<file path="config.mk">
export PLATFORM = sky130hd
export DESIGN_NAME = debounce_multi
export DESIGN_NICKNAME = d
export VERILOG_FILES = /design/src/rtl/debounce_multi.sv
export SDC_FILE = /design/constraint.sdc
export NUM_CORES = 1
export LEC_CHECK = 0
export BUFFER_PORTS_ARGS = -buffer_cell sky130_fd_sc_hd__buf_2
export CAP_MARGIN = 25
export CELL_PAD_IN_SITES_DETAIL_PLACEMENT = 0
export CELL_PAD_IN_SITES_GLOBAL_PLACEMENT = 1
export CORE_AREA = 2 2 127 92
export CTS_CLUSTER_DIAMETER = 40
export CTS_CLUSTER_SIZE = 12
export DETAILED_ROUTE_END_ITERATION = 6
export DIE_AREA = 0 0 129 94
export GPL_TIMING_DRIVEN = 0
export PLACE_DENSITY_LB_ADDON = 0.1
export SLEW_MARGIN = 40
export SYNTH_ARGS = -nofsm -noshare
export SYNTH_HDL_FRONTEND = slang
export SYNTH_SLANG_ARGS = --single-unit
</file>
<file path="constraint.sdc">
create_clock -name clk -period 5 [get_ports clk]
set_clock_uncertainty 0.15 [all_clocks]
set_input_delay 0.5 -clock clk [delete_from_list [all_inputs] [get_ports clk]]
set_output_delay 0.5 -clock clk [all_outputs]
set_load 0.05 [all_outputs]
</file>
<file path="src/rtl/debounce_multi.sv">
// N-channel button debouncer: synchroniser, stability FSM, clean level,
// rise/fall strobes and a one-shot long-press strobe per channel.
module debounce_multi #(
  parameter int N_CH          = 4,
  parameter int SYNC_STAGES   = 2,
  parameter int STABLE_CYCLES = 100,
  parameter int LONG_CYCLES   = 1000
) (
  input  logic            clk,
  input  logic            rst,
  input  logic [N_CH-1:0] noisy_in,
  output logic [N_CH-1:0] clean_out,
  output logic [N_CH-1:0] rise_pulse,
  output logic [N_CH-1:0] fall_pulse,
  output logic [N_CH-1:0] long_press
);

  localparam int CW = $clog2(LONG_CYCLES + 1);

  // state[1] doubles as the registered clean level
  localparam logic [1:0] LO     = 2'b00;
  localparam logic [1:0] CHK_HI = 2'b01;
  localparam logic [1:0] HI     = 2'b10;
  localparam logic [1:0] CHK_LO = 2'b11;

  localparam logic [CW-1:0] QMAX  = CW'(STABLE_CYCLES - 1);
  localparam logic [CW-1:0] LMAX  = CW'(LONG_CYCLES);
  localparam logic [CW-1:0] LFIRE = CW'(LONG_CYCLES - 1);

  function automatic logic [CW-1:0] sat_inc(input logic [CW-1:0] v, input logic [CW-1:0] lim);
    return (v >= lim) ? lim : v + CW'(1);
  endfunction

  for (genvar i = 0; i < N_CH; i++) begin : g_ch
    logic [SYNC_STAGES-1:0] sync_p0;
    logic                   sync;
    logic [1:0]             state;
    logic [CW-1:0]          qcnt;
    logic [CW-1:0]          lcnt;
    logic                   rise_p1;
    logic                   fall_p1;
    logic                   long_p1;

    // Stage 0: synchroniser chain
    always_ff @(posedge clk) begin
      if (rst) sync_p0 <= '0;
      else     sync_p0 <= {sync_p0[SYNC_STAGES-2:0], noisy_in[i]};
    end

    assign sync = sync_p0[SYNC_STAGES-1];

    // Stage 1: stability FSM; qcnt qualifies a level change, lcnt times the press
    always_ff @(posedge clk) begin
      if (rst) begin
        state   <= LO;
        qcnt    <= '0;
        lcnt    <= '0;
        rise_p1 <= 1'b0;
        fall_p1 <= 1'b0;
        long_p1 <= 1'b0;
      end else begin
        rise_p1 <= 1'b0;
        fall_p1 <= 1'b0;
        long_p1 <= 1'b0;
        case (state)
          LO: begin
            if (sync) begin
              state <= CHK_HI;
              qcnt  <= CW'(1);
            end
          end
          CHK_HI: begin
            if (!sync) begin
              state <= LO;
              qcnt  <= '0;
            end else if (qcnt == QMAX) begin
              state   <= HI;
              qcnt    <= '0;
              lcnt    <= '0;
              rise_p1 <= 1'b1;
            end else begin
              qcnt <= sat_inc(qcnt, QMAX);
            end
          end
          HI: begin
            lcnt    <= sat_inc(lcnt, LMAX);
            long_p1 <= (lcnt == LFIRE);
            if (!sync) begin
              state <= CHK_LO;
              qcnt  <= CW'(1);
            end
          end
          CHK_LO: begin
            // press timing keeps running while a release is being qualified
            lcnt    <= sat_inc(lcnt, LMAX);
            long_p1 <= (lcnt == LFIRE);
            if (sync) begin
              state <= HI;
            end else if (qcnt == QMAX) begin
              state   <= LO;
              qcnt    <= '0;
              lcnt    <= '0;
              long_p1 <= 1'b0;
              fall_p1 <= 1'b1;
            end else begin
              qcnt <= sat_inc(qcnt, QMAX);
            end
          end
          default: state <= LO;
        endcase
      end
    end

    assign clean_out[i]  = state[1];
    assign rise_pulse[i] = rise_p1;
    assign fall_pulse[i] = fall_p1;
    assign long_press[i] = long_p1;
  end

endmodule

</file>
Yosys cells after proc, flatten, opt, wreduce, memory -nomap -nowiden --
Cells that the tools add are included.
Word-level totals: register bits after elaboration 108, bits of input ports 6, output and inout bits 16, word-level logic and storage cells 228
Operators by class: $add $sub $neg 8, order comparisons 8, equal/unequal tests 48, mux-type cells 96, bitwise gates (word level) 12, reduce and logical (&&, ||, !) cells 28
Operator list (number):
- 10-bit two-way mux | 44
- 10-bit one-hot mux with 4 select lines | 4
- 10-bit one-hot mux with 3 select lines | 4
- 10-bit by 1-bit adder with 10-bit output (second input constant) | 8
- 2-bit two-way mux | 24
- 10-bit equality test (second input constant) | 4
- 10-bit by 7-bit equality test with 1-bit output (second input constant) | 4
- 10-bit >= comparator (second input constant) | 4
- 10-bit by 7-bit >= comparator with 1-bit output (second input constant) | 4
- 2-bit != test (second input constant) | 20
- 2-bit one-hot mux with 4 select lines | 4
- 3-bit != test (second input constant) | 8
- 3-bit AND reduction | 8
- 3-bit OR reduction | 8
- 2-bit equality test (second input constant) | 8
- 4-bit AND reduction | 4
- 1-bit two-way mux | 12
- 1-bit NOT | 12
- 3-bit nonzero test | 4
- 2-bit by 1-bit equality test with 1-bit output (second input constant) | 4
- 2-bit zero test | 4
- 1-bit one-hot mux with 2 select lines | 4

Logic depth before layout (Yosys ltp) --
Gate-level depths: netlist (run 1).
depth in word-level cells 5, mapped depth 7, depth with buffers taken out 5

Worst setup path after synthesis (run 1) --
No wires, ideal clock.
path type register to register, start point register g_ch[1].state[0], end point register g_ch[1].lcnt[8], setup time 0.117 ns, arrival 1.806 ns, required time 4.733 ns, slack 2.927 ns, cell stages (with the launch flop) 6, buffers on the path 1, clock period less this slack 2.073 ns, cell sequence dfxtp_1 > or4b_4 > o41a_1 > buf_6 > a21o_1 > a22o_1
On the way: word-level cells in the longest chain between the ends 3, elaborated cells between the ends (all ways) 8, classes of those cells eq/ne (5); mux (1); reduce/logical (2)
RTL lines:
- start, declared | RTL line 37 | logic [1:0] state;
- start signal, assigned | RTL line 55 | state <= LO;
- start signal, assigned | RTL line 68 | state <= CHK_HI;
- start signal, assigned | RTL line 74 | state <= LO;
- 2-bit by 1-bit equality test with 1-bit output or 2-bit equality test (tied branches) | RTL line 65 | case (state)
- 2-bit != test (no source line) or 3-bit nonzero test (tied branches)
- 3-bit AND reduction (no source line)
- end signal, assigned | RTL line 86 | lcnt <= sat_inc(lcnt, LMAX);
- end signal, assigned | RTL line 95 | lcnt <= sat_inc(lcnt, LMAX);
- end, declared | RTL line 39 | logic [CW-1:0] lcnt;
Parallel ways exist; a longest one is shown, timed or not. A chain may end at the register's enable or synchronous reset.

Worst setup path after layout (run 1) --
start point register g_ch[3].qcnt[0], end point register g_ch[3].lcnt[2]
On the way: word-level cells in the longest chain between the ends 4, elaborated cells between the ends (all ways) 6, classes of those cells eq/ne (2); mux (3); reduce/logical (1)
RTL lines:
- start, declared | RTL line 38 | logic [CW-1:0] qcnt;
- start signal, assigned | RTL line 82 | qcnt <= sat_inc(qcnt, QMAX);
- start signal, assigned | RTL line 106 | qcnt <= sat_inc(qcnt, QMAX);
- 10-bit by 7-bit equality test with 1-bit output * | RTL line 76, 99
- 10-bit two-way mux | RTL line 99 | end else if (qcnt == QMAX) begin
- 10-bit two-way mux | RTL line 97 | if (sync) begin
- 10-bit one-hot mux with 3 select lines | RTL line 65
- end signal, assigned | RTL line 86
- end signal, assigned | RTL line 95
- end, declared | RTL line 39
Every way passes the cells marked *; elsewhere a longest branch is shown, timed or not.

==> flow_summary.toml, run 1 <==
[synthesis]
yosysMostFrequentCell = "dfxtp_1"
synth.yosys.seq_area_share = 0.396
synth_area_leaders = "dfxtp_1 40%, nand3_1 4.2%, nand2_1 3.2%"
synthTopCellsByCount = "108 x dfxtp_1, 46 x nand2_1, 46 x nand3_1, 44 x nor2_1, 28 x o21ai_0"
syn_area_um2 = 5470
synth_flop_cell = "dfxtp_1"
async_reset_ff_frac = 0
synth_top_area_frac = 0.396
yosysUniqueCellTypes = 68
ys_seq_elements = 108
synth_cells = 645
syn_avg_cell_area_um2 = 8.47
synth_edf_count = 0
synth_nets = 663
synth_warnings = 0
synth_area_leader_cell = "dfxtp_1"

[global_routing]
antenna_found_initial = 0
grt_usage = 0.212
grt_pass1_wl_um = 20700
grt_pass1_vias = 4289
grt_start_max_net_pins = 17
overflow = 0

[min_path]
holdCritPathClass = "primary input to register"
min_path_cells = 2

[place]
port-buffer-count = 21
gp_routability_congestion = 0.837
hpwlAfterDp_um = 8800
placedInstanceArea_um2 = 5780

[detailed_routing]
first_iter_violations = 313
wl_per_cell_um = 14.6
ant_nets = 0
vias_per_cell = 5.80
drt_first_pass_iters = 5
vias = 4842
wirelength_um = 12200
drc = 0

[clocking]
cts_resized = 0
cts_setup_buffers = 0
cts_made_buffers = 9
clock-sinks = 108
cts_htree_levels = 3
cts_tree = "yes"
postCtsHoldBufs = 0
cts_buffer_depth = 2
clk_latency_ns = 0.35
clkTransAtPathRegs_ns = 0.07
cts_root_buffer = "clkbuf_16"

[setup_path]
start_kind = "register"
end_kind = "register"
arrival_ns = 2.54
r2r_cells = 6
cp_max_fo = 10
critical_path_required_ns = 5.13
criticalPathCategory = "register to register"

[die]
io_pins = 22
die_y_um = 94
core_area_um2 = 10900
num_rows = 32
die-width_um = 129
design.die.area_um2 = 12100
start_util = 0.504

[cells_and_area]
area_delta_synth_final_pct = 12.0
n_fill_cell = 1003
drive_gt1_frac = 0.120
multi_input_area_um2 = 3010
nets = 695
stdcell_area_um2 = 6120
final-seq-area_um2 = 2160
diodes = 0

[sta]
rsz0062_at_grt = "false"
final.period_utilization = 0.483
setup_viol = 0
fmax_ghz = 0.414
max_slew.worst_pin.slew_ns = 0.819
slew_headroom = 0.447
hold_violations = 0
layout_min_cycle_time_ns = 2.41
slew_violations = 0
fin_tns_setup_ns = 0

[power]
ir_worst_vdd_mv = 0.147
report.power.total_mw = 1.71
power.leakage_nw = 2.28
powerDensity_nw_per_um2 = 280

[job]
cap_violations = 0

[outcome]
outcome = "complete, no violations"
critical path, cell delays in order (launching register included):
cell      delay (ns)
dfxtp_1         0.34
ha_1            0.28
and3_1          0.26
a41oi_1         0.60
clkbuf_1        0.44
nand3_1         0.13
mux2i_1         0.14
final cells by class:
class | count | share of cell area
buffer | 43 | 0.0378
sequential | 108 | 0.353
multi-input combinational | 471 | 0.491
inverter | 23 | 0.0141
timing repair buffer | 21 | 0.0172
clock buffer | 12 | 0.0436
clock inverter | 4 | 0.0115
tap | 153 | 0.0313
state kept, by name, indices dropped and copies added (netlist names), named ones only:
signal        cells
g_ch.state        4
g_ch.long_p1      4
g_ch.fall_p1      4
g_ch.lcnt        40
g_ch.sync_p0      8
g_ch.rise_p1      4
g_ch.qcnt        40
layout by cell type, fill, tap and decap left out, types with 4 or more instances in the layout:
cell type | netlist | final
a31oi_1 | 17 | 17
dfxtp_1 | 108 | 108
nor2b_1 | 10 | 10
buf_4 | 16 | 16
a41oi_1 | 12 | 10
nand3_1 | 46 | 46
a21o_1 | 11 | 11
o21ai_0 | 28 | 28
nor4_1 | 9 | 9
ha_1 | 12 | 12
nor3_1 | 22 | 21
xor2_1 | 9 | 9
clkbuf_16 | 0 | 9
clkbuf_1 | 21 | 21
buf_2 | 1 | 22
and2_1 | 16 | 16
o31ai_1 | 5 | 5
and3_1 | 15 | 15
mux2i_1 | 4 | 4
xnor2_1 | 6 | 6
nand4b_1 | 7 | 7
inv_1 | 22 | 22
nor2_1 | 44 | 44
nand2b_1 | 8 | 8
or3_1 | 13 | 13
nand4_1 | 16 | 16
o211ai_1 | 7 | 7
and4_1 | 6 | 6
a32oi_1 | 4 | 4
a21oi_1 | 26 | 26
a22o_1 | 13 | 13
o2bb2ai_1 | 5 | 5
or2_2 | 8 | 8
nand2_1 | 46 | 46
logic make-up (layout without fill, tap and decap cells):
group | count (synthesis) | after routing | share of synthesized area
AOI/OAI and AO/OA | 150 | 150 | 0.194
muxes | 5 | 5 | 0.00939
adders and majority gates | 13 | 13 | 0.0293
buffers and inverters | 66 | 103 | 0.0581
DFF | 108 | 108 | 0.396
xor gates and xnor gates | 15 | 15 | 0.0240
and+or+nand+nor | 288 | 288 | 0.289
power by group:
| part | total, mW | switching [mW] | internal (mW) |
|---|---|---|---|
| Combinational | 0.0559 | 0.0360 | 0.0199 |
| Sequential | 0.870 | 0.00472 | 0.865 |
| Clock | 0.788 | 0.309 | 0.478 |
final timing paths:
| path | from | endpoint | slack (ns) |
|---|---|---|---|
| worst max register to register | g_ch[3].qcnt[0]$_SDFFE_PP0P_ | g_ch[3].lcnt[2]$_SDFFE_PP0P_ | 2.59 |
| worst max-delay path | g_ch[3].qcnt[0]$_SDFFE_PP0P_ | g_ch[3].lcnt[2]$_SDFFE_PP0P_ | 2.59 |
| worst min-delay path | noisy_in[0] | g_ch[0].sync_p0[0]$_SDFF_PP0_ | 0.21 |
| worst min register to register | g_ch[2].sync_p0[0]$_SDFF_PP0_ | g_ch[2].sync_p0[1]$_SDFF_PP0_ | 0.29 |
stage by stage:
stage / instances / utilization / setup WS [ns] / hold WS, ns
after floorplan: 645 / - / 2.93 / 0.264
after global placement: 819 / 0.531 / 2.38 / 0.273
after detailed placement: 819 / 0.532 / 2.37 / 0.276
after CTS: 835 / 0.563 / 2.60 / 0.205
after global routing: 835 / 0.564 / 2.41 / 0.205
final: 835 / 0.564 / 2.59 / 0.210
layer usage:
layer  up-vias  routed length, um  global-route usage
li1       2448                  -                   -
met1      2287               6300               0.308
met2        99               5360               0.321
met3         8                484              0.0513
met4         0                 80              0.0371
met5         -                  0                   0
Note: power is estimated with default switching activity, not from simulation.
==> inputs of run 2 (changes only) <==
Settings changed: ABC_AREA set to 1, CORE_AREA 2 2 127 92 to 2 2 140 101, DIE_AREA 0 0 129 94 to 0 0 142 103.
Clock period 5 ns to 2.5 ns, I/O delays scaled along.
==> run 2 against run 1 <==
  * Register-to-register slack got worse by 1.9 ns
  * Count of clock-buffer cells in the layout increased by 3
  * Largest cell class unchanged
  * Critical path type unchanged
  * Largest power group unchanged
  * Final area up 6.7%
==> flow_summary.toml, run 2 <==
[outcome]
outcome = "complete, no violations"

[die]
core_area_um2 = 13500
die-width_um = 142
die_y_um = 103
num_rows = 36
io_pins = 22
start_util = 0.436
design.die.area_um2 = 14600

[global_routing]
use_met1 = 0.284
grt_usage = 0.206
grt_pass1_wl_um = 24100
overflow = 0
grt_pass1_vias = 5106
antenna_found_initial = 0
grtUsageMet2 = 0.335
grt_start_max_net_pins = 16
grt-busiest-layer = "met2"
grt_util_met3 = 0.0372

[place]
placed_cells = 1070
gp_routability_congestion = 0.838
hpwlAfterDp_um = 10400
port-buffer-count = 20

[cells_and_area]
most-common-layout-cells = "204 x nand2_1, 116 x inv_1, 113 x nand3_1"
top_regs = "g_ch.lcnt: 40 flops, g_ch.qcnt: 40 flops, g_ch.sync_p0: 8 flops"
layout_commonest_cell = "nand2_1"
fin_cells = 1090
nets = 932
drive_gt1_frac = 0.104
diodes = 0
area_delta_synth_final_pct = 11.1
n_fill_cell = 1388

[setup_path]
criticalPathCategory = "register to register"
cp_max_fo = 7
path_cells = "ha_1 -> nand3_1 -> nor2_1 -> nand3_1 -> nand2_1 -> inv_1 -> nand2_1 -> a21oi_1"
timing.rr.start = "g_ch[2].qcnt[0]$_SDFFE_PP0P_"
start_kind = "register"
cp_top_family = "simple AND/OR/NAND/NOR gates"
end_kind = "register"
cp-startpoint = "g_ch[2].qcnt[0]$_SDFFE_PP0P_"
reg2reg_slack_ns = 0.67
worstReg2RegEnd = "g_ch[2].lcnt[5]$_SDFFE_PP0P_"
slowest_delay_ns = 0.38
r2r_cells = 8
arrival_ns = 1.88
crit_slowest_cell = "dfxtp_1"
critical_path_required_ns = 2.56
cp_num_buf_inv = 1

[power]
report.power.total_mw = 3.35
ir_worst_vdd_mv = 0.302
powerDensity_nw_per_um2 = 513
power.leakage_nw = 2.70

[sta]
slew_headroom = 0.552
slew_violations = 0
fmax_ghz = 0.547
hold_violations = 0
layout_min_cycle_time_ns = 1.83
rsz0062_at_grt = "false"
final.period_utilization = 0.731
max_slew.worst_pin.slew_ns = 0.672
setup_viol = 0
fin_tns_setup_ns = 0

[clocking]
cts_root_buffer = "clkbuf_16"
cts_buffer_depth = 2
cts_made_buffers = 9
clk_latency_ns = 0.35
clkTransAtPathRegs_ns = 0.07
cts_resized = 0
clock-sinks = 108
cts_htree_levels = 3
cts_tree = "yes"

[synthesis]
synth_area_leader_cell = "dfxtp_1"
async_reset_ff_frac = 0
synth_top_area_frac = 0.368
synth_warnings = 0
synth_edf_count = 0
yosysMostFrequentCell = "nand2_1"
synth_fa_ha_area_frac = 0.0256
syn_area_um2 = 5870
ys_seq_elements = 108
synth_area_leaders = "dfxtp_1 37%, nand2_1 13%, nand3_1 9.6%"
synth.yosys.seq_area_share = 0.368
synth_compound_area_frac = 0.105
syn_avg_cell_area_um2 = 6.68
synth_top_family_by_area = "simple AND/OR/NAND/NOR gates"
synth_xor_area_frac = 0.00745
synth_cells = 879
synth_nets = 897
synthTopCellsByCount = "204 x nand2_1, 116 x inv_1, 113 x nand3_1, 108 x dfxtp_1, 89 x nor2_1"
synth_mux_area_frac = 0
yosysUniqueCellTypes = 39
synth-simple-area-share = 0.380
synth_flop_cell = "dfxtp_1"

[detailed_routing]
vias = 5606
wirelength_um = 14500
drt_first_pass_iters = 5
vias_per_cell = 5.14
first_iter_violations = 319
drc = 0
ant_nets = 0
wl_per_cell_um = 13.3

[min_path]
holdPathEnd = "g_ch[2].state[0]$_SDFFE_PP0P_"
hp-start = "rst"
holdCritPathClass = "primary input to register"
min_path_cells = 2

[job]
cap_violations = 0
[run 2: per-layer routing]
metal | vias to the layer above | part of all wire
li1 | 2894 | -
met2 | 114 | 0.44
met5 | - | 0
met3 | 11 | 0.041
met4 | 0 | 0.0081
met1 | 2587 | 0.51
[run 2: logic make-up (layout without fill, tap and decap cells)]
group / count (synthesis) / after routing
AO/OA/AOI/OAI: 113 / 113
XOR/XNOR: 5 / 5
adder cells (fa/ha/maj): 12 / 12
buffers and inverters: 158 / 198
flip-flops: 108 / 108
AND/OR/NAND/NOR: 483 / 483
[run 2: where the power goes]
group / switching [mW] / internal, mW / total (mW)
clock network: 0.618 / 0.835 / 1.45
registers: 0.0168 / 1.73 / 1.75
logic: 0.106 / 0.0369 / 0.143
[run 2: final cells by class]
| type | instances | area [um2] | share of cell area |
|---|---|---|---|
| tap | 171 | 214 | 0.0328 |
| sequential | 108 | 2160 | 0.331 |
| inverter | 121 | 454 | 0.0696 |
| timing repair buffer | 24 | 140 | 0.0215 |
| buffer | 37 | 219 | 0.0336 |
| multi-input combinational | 613 | 3040 | 0.466 |
| clock buffer | 15 | 268 | 0.0410 |
| clock inverter | 1 | 30.0 | 0.00460 |
[run 2: how the worst max path moves through the flow]
| stage | slack [ns] | cells past startpoint | end |
|---|---|---|---|
| after floorplan | 0.96 | 8 | g_ch[1].lcnt[7]$_SDFFE_PP0P_ |
| after global placement | 0.69 | 8 | g_ch[2].lcnt[9]$_SDFFE_PP0P_ |
| after detailed placement | 0.66 | 4 | g_ch[0].qcnt[8]$_SDFFE_PP0P_ |
| after CTS | 0.64 | 8 | g_ch[2].lcnt[9]$_SDFFE_PP0P_ |
| after global routing | 0.48 | 8 | g_ch[2].lcnt[5]$_SDFFE_PP0P_ |
| final | 0.67 | 8 | g_ch[2].lcnt[5]$_SDFFE_PP0P_ |
[run 2: repair_timing]
action	in CTS	in global routing
hold buffers	4	0
endpoints found under the hold margin	4	0
buffers inserted	0	0
[run 2: per-stage QoR]
step	hold slack [ns]	cell area [um2]	util	setup slack (ns)
2_1_floorplan	0.207	5870	-	0.964
3_3_place_gp	0.243	6190	0.459	0.689
3_5_place_dp	0.245	6190	0.459	0.662
4_1_cts	0.126	6530	0.485	0.641
5_1_grt	0.141	6530	0.485	0.476
6_report	0.125	6530	0.485	0.672
==> inputs of run 3 (changes only) <==
Settings changed: CORE_AREA 2 2 140 101 to 2 2 148 107, DIE_AREA 0 0 142 103 to 0 0 150 109.
Clock period 2.5 ns to 1.6 ns, I/O delays scaled along.
==> run 3 against run 2 <==
  * Via count grew 2.8%
  * Highest routed layer unchanged
  * Utilization grew 1.1 points
  * Hold slack lost 0.092 ns
  * Worst setup slack lost 0.67 ns
  * Global-route usage shrank 1.1 points
  * Critical path type unchanged
  * Total power grew 61%
  * Combinational power grew 86%
  * Sequential share of layout area shrank 3.1 points
  * Clock power grew 64%
  * Critical path depth grew 1
  * Non-clock buffer count grew 36
==> flow_summary.toml, run 3 (synthesis results as in run 2) <==
[cells_and_area]
n_fill_cell = 1551
utilization = 0.496
most-common-layout-cells = "183 x nand2_1, 103 x inv_1, 96 x nand3_1"
nets = 969
drive_gt1_frac = 0.266
fin_cells = 1155
diodes = 0
layout_commonest_cell = "nand2_1"
top_regs = "g_ch.lcnt: 40 flops, g_ch.qcnt: 40 flops, g_ch.sync_p0: 8 flops"
area_delta_synth_final_pct = 26.8

[global_routing]
grt_pass1_wl_um = 25200
grt_pass1_vias = 5130
grt_start_max_net_pins = 17
antenna_found_initial = 0
overflow = 0
grt_usage = 0.195

[setup_path]
critical_path_required_ns = 1.69
cp_max_fo = 5
arrival_ns = 1.69
criticalPathCategory = "register to register"
start_kind = "register"
end_kind = "register"
r2r_cells = 9

[sta]
final.period_utilization = 0.996
slew_headroom = 0.506
setup_viol = 0
fmax_ghz = 0.628
rsz0062_at_grt = "true"
max_slew.worst_pin.slew_ns = 0.741
slew_violations = 0
layout_min_cycle_time_ns = 1.59
hold_violations = 0

[clocking]
clock-sinks = 108
clkTransAtPathRegs_ns = 0.07
cts_buffer_depth = 2
cts_root_buffer = "clkbuf_16"
cts_htree_levels = 3
cts_tree = "yes"
clk_latency_ns = 0.35
cts_made_buffers = 9

[power]
p_comb_frac = 0.049
seqPwrFrac = 0.508
clockPowerShare = 0.443
power.leakage_nw = 2.92
p_int_mw = 4.14
report.power.total_mw = 5.37
powerDensity_nw_per_um2 = 721
p_sw_frac = 0.229
ir_worst_vdd_mv = 0.407
p_sw_mw = 1.23

[place]
hpwlAfterDp_um = 10700
gp_routability_congestion = 0.857
port-buffer-count = 20
placed_cells = 1099

[die]
start_util = 0.391
design.die.area_um2 = 16400
core_area_um2 = 15000
die-width_um = 150
num_rows = 38
io_pins = 22
die_y_um = 109

[outcome]
outcome = "complete, no violations"

[min_path]
holdCritPathClass = "primary input to register"
min_path_cells = 2

[detailed_routing]
drt_first_pass_iters = 5
vias_per_cell = 4.99
first_iter_violations = 260
wl_per_cell_um = 13.6
vias = 5761
drc = 0
ant_nets = 0
wirelength_um = 15700

[job]
cap_violations = 0
-- run 3: cell types whose count changed in the layout (fill, tap and decap cells not counted), moves of 13 or more --
cell	before	now
buf_4	18	47
inv_1	116	103
nor2_1	89	72
nand2_1	204	183
nand2_2	5	23
dfxtp_4	0	15
dfxtp_2	0	16
dfxtp_1	108	77
nand3_1	113	96
-- run 3: through the flow --
| stage | setup slack (ns) | setup TNS (ns) | hold slack (ns) | area [um2] |
|---|---|---|---|---|
| after floorplan | 0.0638 | 0 | 0.117 | 5870 |
| after global placement | -0.192 | -7.16 | 0.214 | 6220 |
| after detailed placement | -0.212 | -7.95 | 0.222 | 6220 |
| after CTS | 0.000432 | 0 | 0.0521 | 6860 |
| after global routing | -0.0863 | -1.11 | 0.0407 | 7450 |
| final | 0.00655 | 0 | 0.0329 | 7450 |
-- run 3: worst max-delay path, stage by stage (launching register included) --
cell	delay, ns
dfxtp_4	0.37
ha_4	0.16
nand3_4	0.08
nor2_4	0.19
buf_6	0.13
nand4_4	0.13
nand2_4	0.13
nand2_2	0.05
nand2_2	0.05
a21oi_2	0.03
-- run 3: final timing paths --
path,slack (ns),from,endpoint
setup / recovery,0.007,g_ch[1].qcnt[0]$_SDFFE_PP0P_,g_ch[1].lcnt[0]$_SDFFE_PP0P_
hold / removal,0.03,rst,g_ch[2].state[0]$_SDFFE_PP0P_
setup reg to reg,0.007,g_ch[1].qcnt[0]$_SDFFE_PP0P_,g_ch[1].lcnt[0]$_SDFFE_PP0P_
hold reg to reg,0.25,g_ch[0].sync_p0[0]$_SDFF_PP0_,g_ch[0].sync_p0[1]$_SDFF_PP0_
-- run 3: routing by layer --
layer | track usage | wire length, um | up-vias
li1 | - | - | 2983
met1 | 0.284 | 8080 | 2658
met2 | 0.291 | 6830 | 96
met3 | 0.0397 | 516 | 24
met4 | 0.0580 | 306 | 0
met5 | 0 | 0 | -
-- run 3: final cells by class --
cell class	count	area (um2)	share of cell area
clock inverters	4	75.1	0.0101
well taps	200	250	0.0336
inverters	121	459	0.0616
multi-input cells	614	3530	0.474
plain buffers	37	234	0.0314
clock buffers	11	233	0.0312
flip-flops and latches	108	2240	0.300
repair buffers	60	433	0.0581
-- run 3: power groups by stage --
stage	logic, mW	registers (mW)	clock network (mW)
6_report	0.266	2.73	2.38
2_1_floorplan	0.142	2.79	0
3_3_place_gp	0.216	2.80	0
5_1_grt	0.292	2.73	2.59
3_5_place_dp	0.219	2.80	0
4_1_cts	0.234	2.74	2.48
-- run 3: repair_timing --
item,4_1_cts,5_1_grt
buffers inserted,10,25
pin swaps,9,44
cloned,1,1
setup endpoints to repair,62,72
hold endpoints to repair,4,0
resized for setup,51,143
hold buffers,4,0
